**config.mk**
```make
export PLATFORM = sky130hd
export DESIGN_NAME = sm_debug_ctrl
export DESIGN_NICKNAME = d
export VERILOG_FILES = /design/src/rtl/sm_debug_ctrl.sv
export SDC_FILE = /design/constraint.sdc
export NUM_CORES = 1
export LEC_CHECK = 0
export BUFFER_PORTS_ARGS = -buffer_cell sky130_fd_sc_hd__buf_2
export CAP_MARGIN = 20
export CORE_ASPECT_RATIO = 0.7
export CORE_MARGIN = 10
export CORE_UTILIZATION = 45
export CTS_BUF_LIST = sky130_fd_sc_hd__clkbuf_2
export DETAILED_ROUTE_END_ITERATION = 8
export GPL_TIMING_DRIVEN = 0
export PLACE_DENSITY_LB_ADDON = 0.12
export SLEW_MARGIN = 10
export SYNTH_ARGS = -nofsm -noshare
export SYNTH_HDL_FRONTEND = slang
export SYNTH_SLANG_ARGS = --single-unit
```
**constraint.sdc**
```tcl
create_clock -name clk -period 4 [get_ports clk]
set_clock_uncertainty 0.05 [all_clocks]
set_input_delay 1.2 -clock clk [delete_from_list [all_inputs] [get_ports clk]]
set_output_delay 1.2 -clock clk [all_outputs]
set_load 0.05 [all_outputs]
```
**src/rtl/sm_debug_ctrl.sv**
```systemverilog
`default_nettype none
// ============================================================================
// Module   : sm_debug_ctrl
// Purpose  : Debug controller for a single-issue core. It gates the core
//            clock enable (run / halt / single-step), stops the core on an
//            instruction-address breakpoint, and streams the 32 core debug
//            registers out as a ready/valid beat stream.
// Ports    : clk, rst_n               clock, async active-low reset
//            cmd_valid/cmd_op/cmd_ready  command channel (RUN/HALT/STEP/DUMP)
//            bp_en, bp_addr, cpu_pc   breakpoint compare inputs
//            cpu_en                   core clock enable
//            dbg_regAddr/dbg_regData  core debug register read port
//            dump_valid/ready/data/last  register dump stream
//            halted, bp_hit           status
// Revision : 1.0  initial release
// ============================================================================
module sm_debug_ctrl #(
  parameter int BP_ENABLE = 1
) (
  input  logic        clk,
  input  logic        rst_n,
  input  logic        cmd_valid,
  input  logic [1:0]  cmd_op,
  output logic        cmd_ready,
  input  logic        bp_en,
  input  logic [31:0] bp_addr,
  input  logic [31:0] cpu_pc,
  output logic        cpu_en,
  output logic [4:0]  dbg_regAddr,
  input  logic [31:0] dbg_regData,
  output logic        dump_valid,
  input  logic        dump_ready,
  output logic [31:0] dump_data,
  output logic        dump_last,
  output logic        halted,
  output logic        bp_hit
);

  localparam logic [1:0] c_OP_RUN  = 2'b00;
  localparam logic [1:0] c_OP_HALT = 2'b01;
  localparam logic [1:0] c_OP_STEP = 2'b10;
  localparam logic [1:0] c_OP_DUMP = 2'b11;
  localparam logic [5:0] c_LAST_BEAT = 6'd31;

  typedef enum logic [1:0] {
    S_HALT = 2'd0,
    S_RUN  = 2'd1,
    S_STEP = 2'd2,
    S_DUMP = 2'd3
  } state_t;

  state_t      r_state;
  logic        r_resume;     // first RUN cycle: breakpoint at current PC is skipped
  logic        r_bpHit;
  logic        r_dumpValid;
  logic        r_dumpLast;
  logic [31:0] r_dumpData;
  logic [5:0]  r_beatCnt;    // index of the next register to fetch (0..32)

  logic w_cmdAccept;
  logic w_bpMatch;
  logic w_bpStop;

  generate
    if (BP_ENABLE != 0) begin : g_bp
      assign w_bpMatch = bp_en && (cpu_pc == bp_addr);
      assign bp_hit    = r_bpHit;
    end else begin : g_noBp
      assign w_bpMatch = 1'b0;
      assign bp_hit    = 1'b0;
    end
  endgenerate

  assign cmd_ready   = (r_state == S_HALT) || (r_state == S_RUN);
  assign w_cmdAccept = cmd_valid && cmd_ready;
  assign w_bpStop    = w_bpMatch && (r_state == S_RUN) && !r_resume;
  assign cpu_en      = ((r_state == S_RUN) && !w_bpStop) || (r_state == S_STEP);
  assign halted      = (r_state == S_HALT) || (r_state == S_DUMP);

  // The read address runs one beat ahead of dump_data so the next beat can be
  // captured on the same edge that retires the current one. After beat 31 is
  // fetched the counter sits at 32, whose low five bits read as register 0.
  assign dbg_regAddr = (r_state == S_DUMP) ? r_beatCnt[4:0] : 5'd0;
  assign dump_valid  = r_dumpValid;
  assign dump_data   = r_dumpData;
  assign dump_last   = r_dumpLast;

  always_ff @(posedge clk or negedge rst_n) begin
    if (!rst_n) begin
      r_state     <= S_HALT;
      r_resume    <= 1'b0;
      r_bpHit     <= 1'b0;
      r_dumpValid <= 1'b0;
      r_dumpLast  <= 1'b0;
      r_dumpData  <= 32'd0;
      r_beatCnt   <= 6'd0;
    end else begin
      case (r_state)
        S_HALT: begin
          if (w_cmdAccept) begin
            case (cmd_op)
              c_OP_RUN: begin
                r_state  <= S_RUN;
                r_resume <= 1'b1;
                r_bpHit  <= 1'b0;
              end
              c_OP_STEP: begin
                r_state <= S_STEP;
                r_bpHit <= 1'b0;
              end
              c_OP_DUMP: begin
                r_state     <= S_DUMP;
                r_beatCnt   <= 6'd0;
                r_dumpValid <= 1'b0;
                r_dumpLast  <= 1'b0;
              end
              default: ;  // HALT while halted is a no-op
            endcase
          end
        end

        S_RUN: begin
          r_resume <= 1'b0;
          // A breakpoint outranks a HALT command arriving in the same cycle.
          if (w_bpStop) begin
            r_state <= S_HALT;
            r_bpHit <= 1'b1;
          end else if (w_cmdAccept) begin
            if (cmd_op == c_OP_HALT) begin
              r_state <= S_HALT;
            end else if (cmd_op != c_OP_DUMP) begin
              r_bpHit <= 1'b0;
            end
          end
        end

        S_STEP: begin
          r_state <= S_HALT;
        end

        S_DUMP: begin
          if (!r_dumpValid || dump_ready) begin
            if (r_dumpLast) begin
              r_dumpValid <= 1'b0;
              r_dumpLast  <= 1'b0;
              r_beatCnt   <= 6'd0;
              r_state     <= S_HALT;
            end else begin
              r_dumpData  <= dbg_regData;
              r_dumpValid <= 1'b1;
              r_dumpLast  <= (r_beatCnt == c_LAST_BEAT);
              r_beatCnt   <= r_beatCnt + 6'd1;
            end
          end
        end

        default: r_state <= S_HALT;
      endcase
    end
  end

endmodule
`default_nettype wire
```
==> flow_summary.toml <==
[timing]
rsz0062_at_grt = "false"
setup_slack_ps = 167
tns_ps = 0
min_period_over_period_pct = 95.8
worstMarginPinSlew_ps = 925
relSlewSlack_pct = 38.3
slew_violations = 0
fmax_mhz = 261
setup_viol = 0
fin_crit_ps = 3830
final_hold_viol_count = 0

[cells_and_area]
final_cell_mix = "buf_2 (149), dfrtp_1 (44), xnor2_1 (31)"
stdcell_count = 428
antennaDiodeCount = 0
area_growth_pct = 38.3
nNetsFinal = 467
final_common_cell = "buf_2"
drive_gt1_share_pct = 52.6

[critical_path]
startpoint = "bp_addr[26]"
critPathBufInv = 2
r2r_slack_ps = 1900
crit_slowest_cell = "nor4_1"
crit_path_end = "cpu_en"
end_kind = "output pin"
path_class = "input port to output pin"
crit_family = "simple AND/OR/NAND/NOR gates"
cp_common_cell = "buf_2"
critPathLaunchType = "input port"
crit_required_ps = 2750
cp.depth = 8
timing.rr.end = "dump_data[1]"
path_max_fanout = 5
worstPathArrival_ps = 2580
reg2reg_from = "r_state[1]"
reg2regPathDepth = 6
critical-path-max-stage-delay_ps = 350
path_cells = "buf_2 -> xnor2_1 -> nand4_1 -> nor4_1 -> nand3_1 -> nand2_1 -> nand2b_1 -> buf_2"

[clock_tree]
numCtsBuffers = 5
clk_latency_ps = 390
cts_tree = "built"
clockBufferDepth = 2
clock-sinks = 44
post_cts_resized = 0
root_buffer = "clkbuf_2"
h-tree-depth = 2
clk_pin_slew_ps = 220
cts-hold-fix-buffers = 0
post_cts_buffers = 0

[die]
core_um2 = 4860
row_count = 21
die_h_um = 79.9
start_util_pct = 47.4
fp.dieW_um = 106
dieArea_um2 = 8430
ios = 146

[route]
routed_wl_mm = 6.26
drtAntennaViolNets = 0
initialDrtViolationCount = 84
num_vias = 2009
post_drt_wl_per_cell_um = 14.6
post-route-drc-count = 0
drt_pass1_iterations = 4
vias_per_cell = 4.69

[power_and_ir_drop]
swShare_pct = 52.1
seqPwrFrac_pct = 29.7
p_leak_nw = 1.57
p_clk_share_pct = 10.6
net-switching-power_mw = 1.26
powerDensity_nw_per_um2 = 759
peakVddDrop_mv = 0.342
internal-power_mw = 1.16
comb_power_share_pct = 59.7

[place]
place_inst = 420
dpl.hpwl_mm = 5.32
gp_congestion = 0.805
place.port_buffers = 145
dp_slack_ps = 179

[synth]
async_reset_ff_share_pct = 100
synth-main-ff-cell = "dfrtp_1"
yosysSeqAreaShare_pct = 47.8
avgSynthCellArea_um2 = 11.2
ys_warn_count = 0
synth_edf_count = 0
syn-num-nets = 315
synthCells = 206
synthDistinctLibCells = 33
ys_ff_latch = 44
synth_area_um2 = 2300

[global_route]
grt_max_degree = 45
grt_use_total_pct = 14.4
antenna_found_initial = 0
grt.overflow.total = 0
grt_pass1_wl_mm = 10.1
grt_pass1_vias = 2110

[run]
maxCapViolCount = 0

[hold_path]
hold_path.class = "flip-flop to flip-flop"

[status]
outcome = "finished, final reports clean"
[layer usage]
layer / routed length (um) / share of wire [%] / vias to the layer above / global-route usage [%]
met1: 2560 / 41 / 923 / 16.4
li1: - / - / 1024 / -
met2: 3230 / 52 / 58 / 25.9
met3: 415 / 6.6 / 4 / 4.52
met5: 0 / 0 / - / 0
met4: 58 / 0.93 / 0 / 3.77
[cells by family after synthesis]
| group | share of synthesized area (%) |
|---|---|
| buffers and inverters | 2.33 |
| and+or+nand+nor | 12.6 |
| DFF | 47.8 |
| adders and majority gates | 3.26 |
| xor gates and xnor gates | 12.2 |
| muxes | 15.6 |
| AOI/OAI and AO/OA | 6.24 |
[Yosys cell counts, types with 3 or more instances]
library cell	number	share of area [%]
nand2_1	15	2.4
inv_1	8	1.3
o21ai_0	13	2.8
and2_1	5	1.4
nand3_1	5	1.1
nand4_1	10	2.7
ha_1	6	3.3
dfrtp_1	44	48
o31ai_1	3	0.98
buf_2	4	0.87
nand2b_1	3	0.81
xnor2_1	31	12
mux2_2	30	15
nor2_1	6	0.98
[layout make-up]
class	instances	area [um^2]
Buffer	5	23.8
Inverter	8	30.0
Clock inverter	3	46.3
Multi-Input combinational cell	149	1150
Clock buffer	5	25.0
Timing Repair Buffer	145	726
Tap cell	69	86.3
Fill cell	397	1670
Sequential cell	44	1100
[worst min-delay path by stage]
stage                               end           from  cells after the start
after floorplan            r_beatCnt[5]   r_beatCnt[5]                      1
after global placement    dump_data[13]  dump_data[13]                      1
after detailed placement  dump_data[13]  dump_data[13]                      1
after CTS                  r_beatCnt[5]   r_beatCnt[5]                      1
after global routing       r_beatCnt[5]   r_beatCnt[5]                      1
final                      r_beatCnt[5]   r_beatCnt[5]                      1
[through the flow]
stage	power [mW]	hold WS (ps)	cell area, um^2	util (%)
2_1_floorplan	1.82	393	2300	-
3_3_place_gp	2.17	414	3120	64.1
3_5_place_dp	2.19	427	3120	64.1
4_1_cts	2.44	451	3190	65.6
5_1_grt	2.56	494	3190	65.6
6_report	2.42	449	3190	65.6
[sequential cells by signal (all words and copies together) (netlist names)]
register and count:
dump_last 1, r_state 2, dump_valid 1, bp_hit 1
dump_data 32, r_beatCnt 6, r_resume 1
[power groups by stage]
stage	Clock, mW	Sequential [mW]	Combinational, mW
floorplan	0	1.34	0.480
global placement	0	0.722	1.45
detailed placement	0	0.732	1.46
CTS	0.264	0.719	1.46
global route	0.280	0.746	1.53
finish	0.256	0.718	1.44
[worst register-to-register path, stage by stage (launching register included)]
cell and delay, ps:
dfrtp_1 470, ha_1 330, nand2b_1 90, buf_2 180, nor2_2 230, buf_2 290, mux2_2 370
No activity file was read; power rests on OpenSTA's default activity.
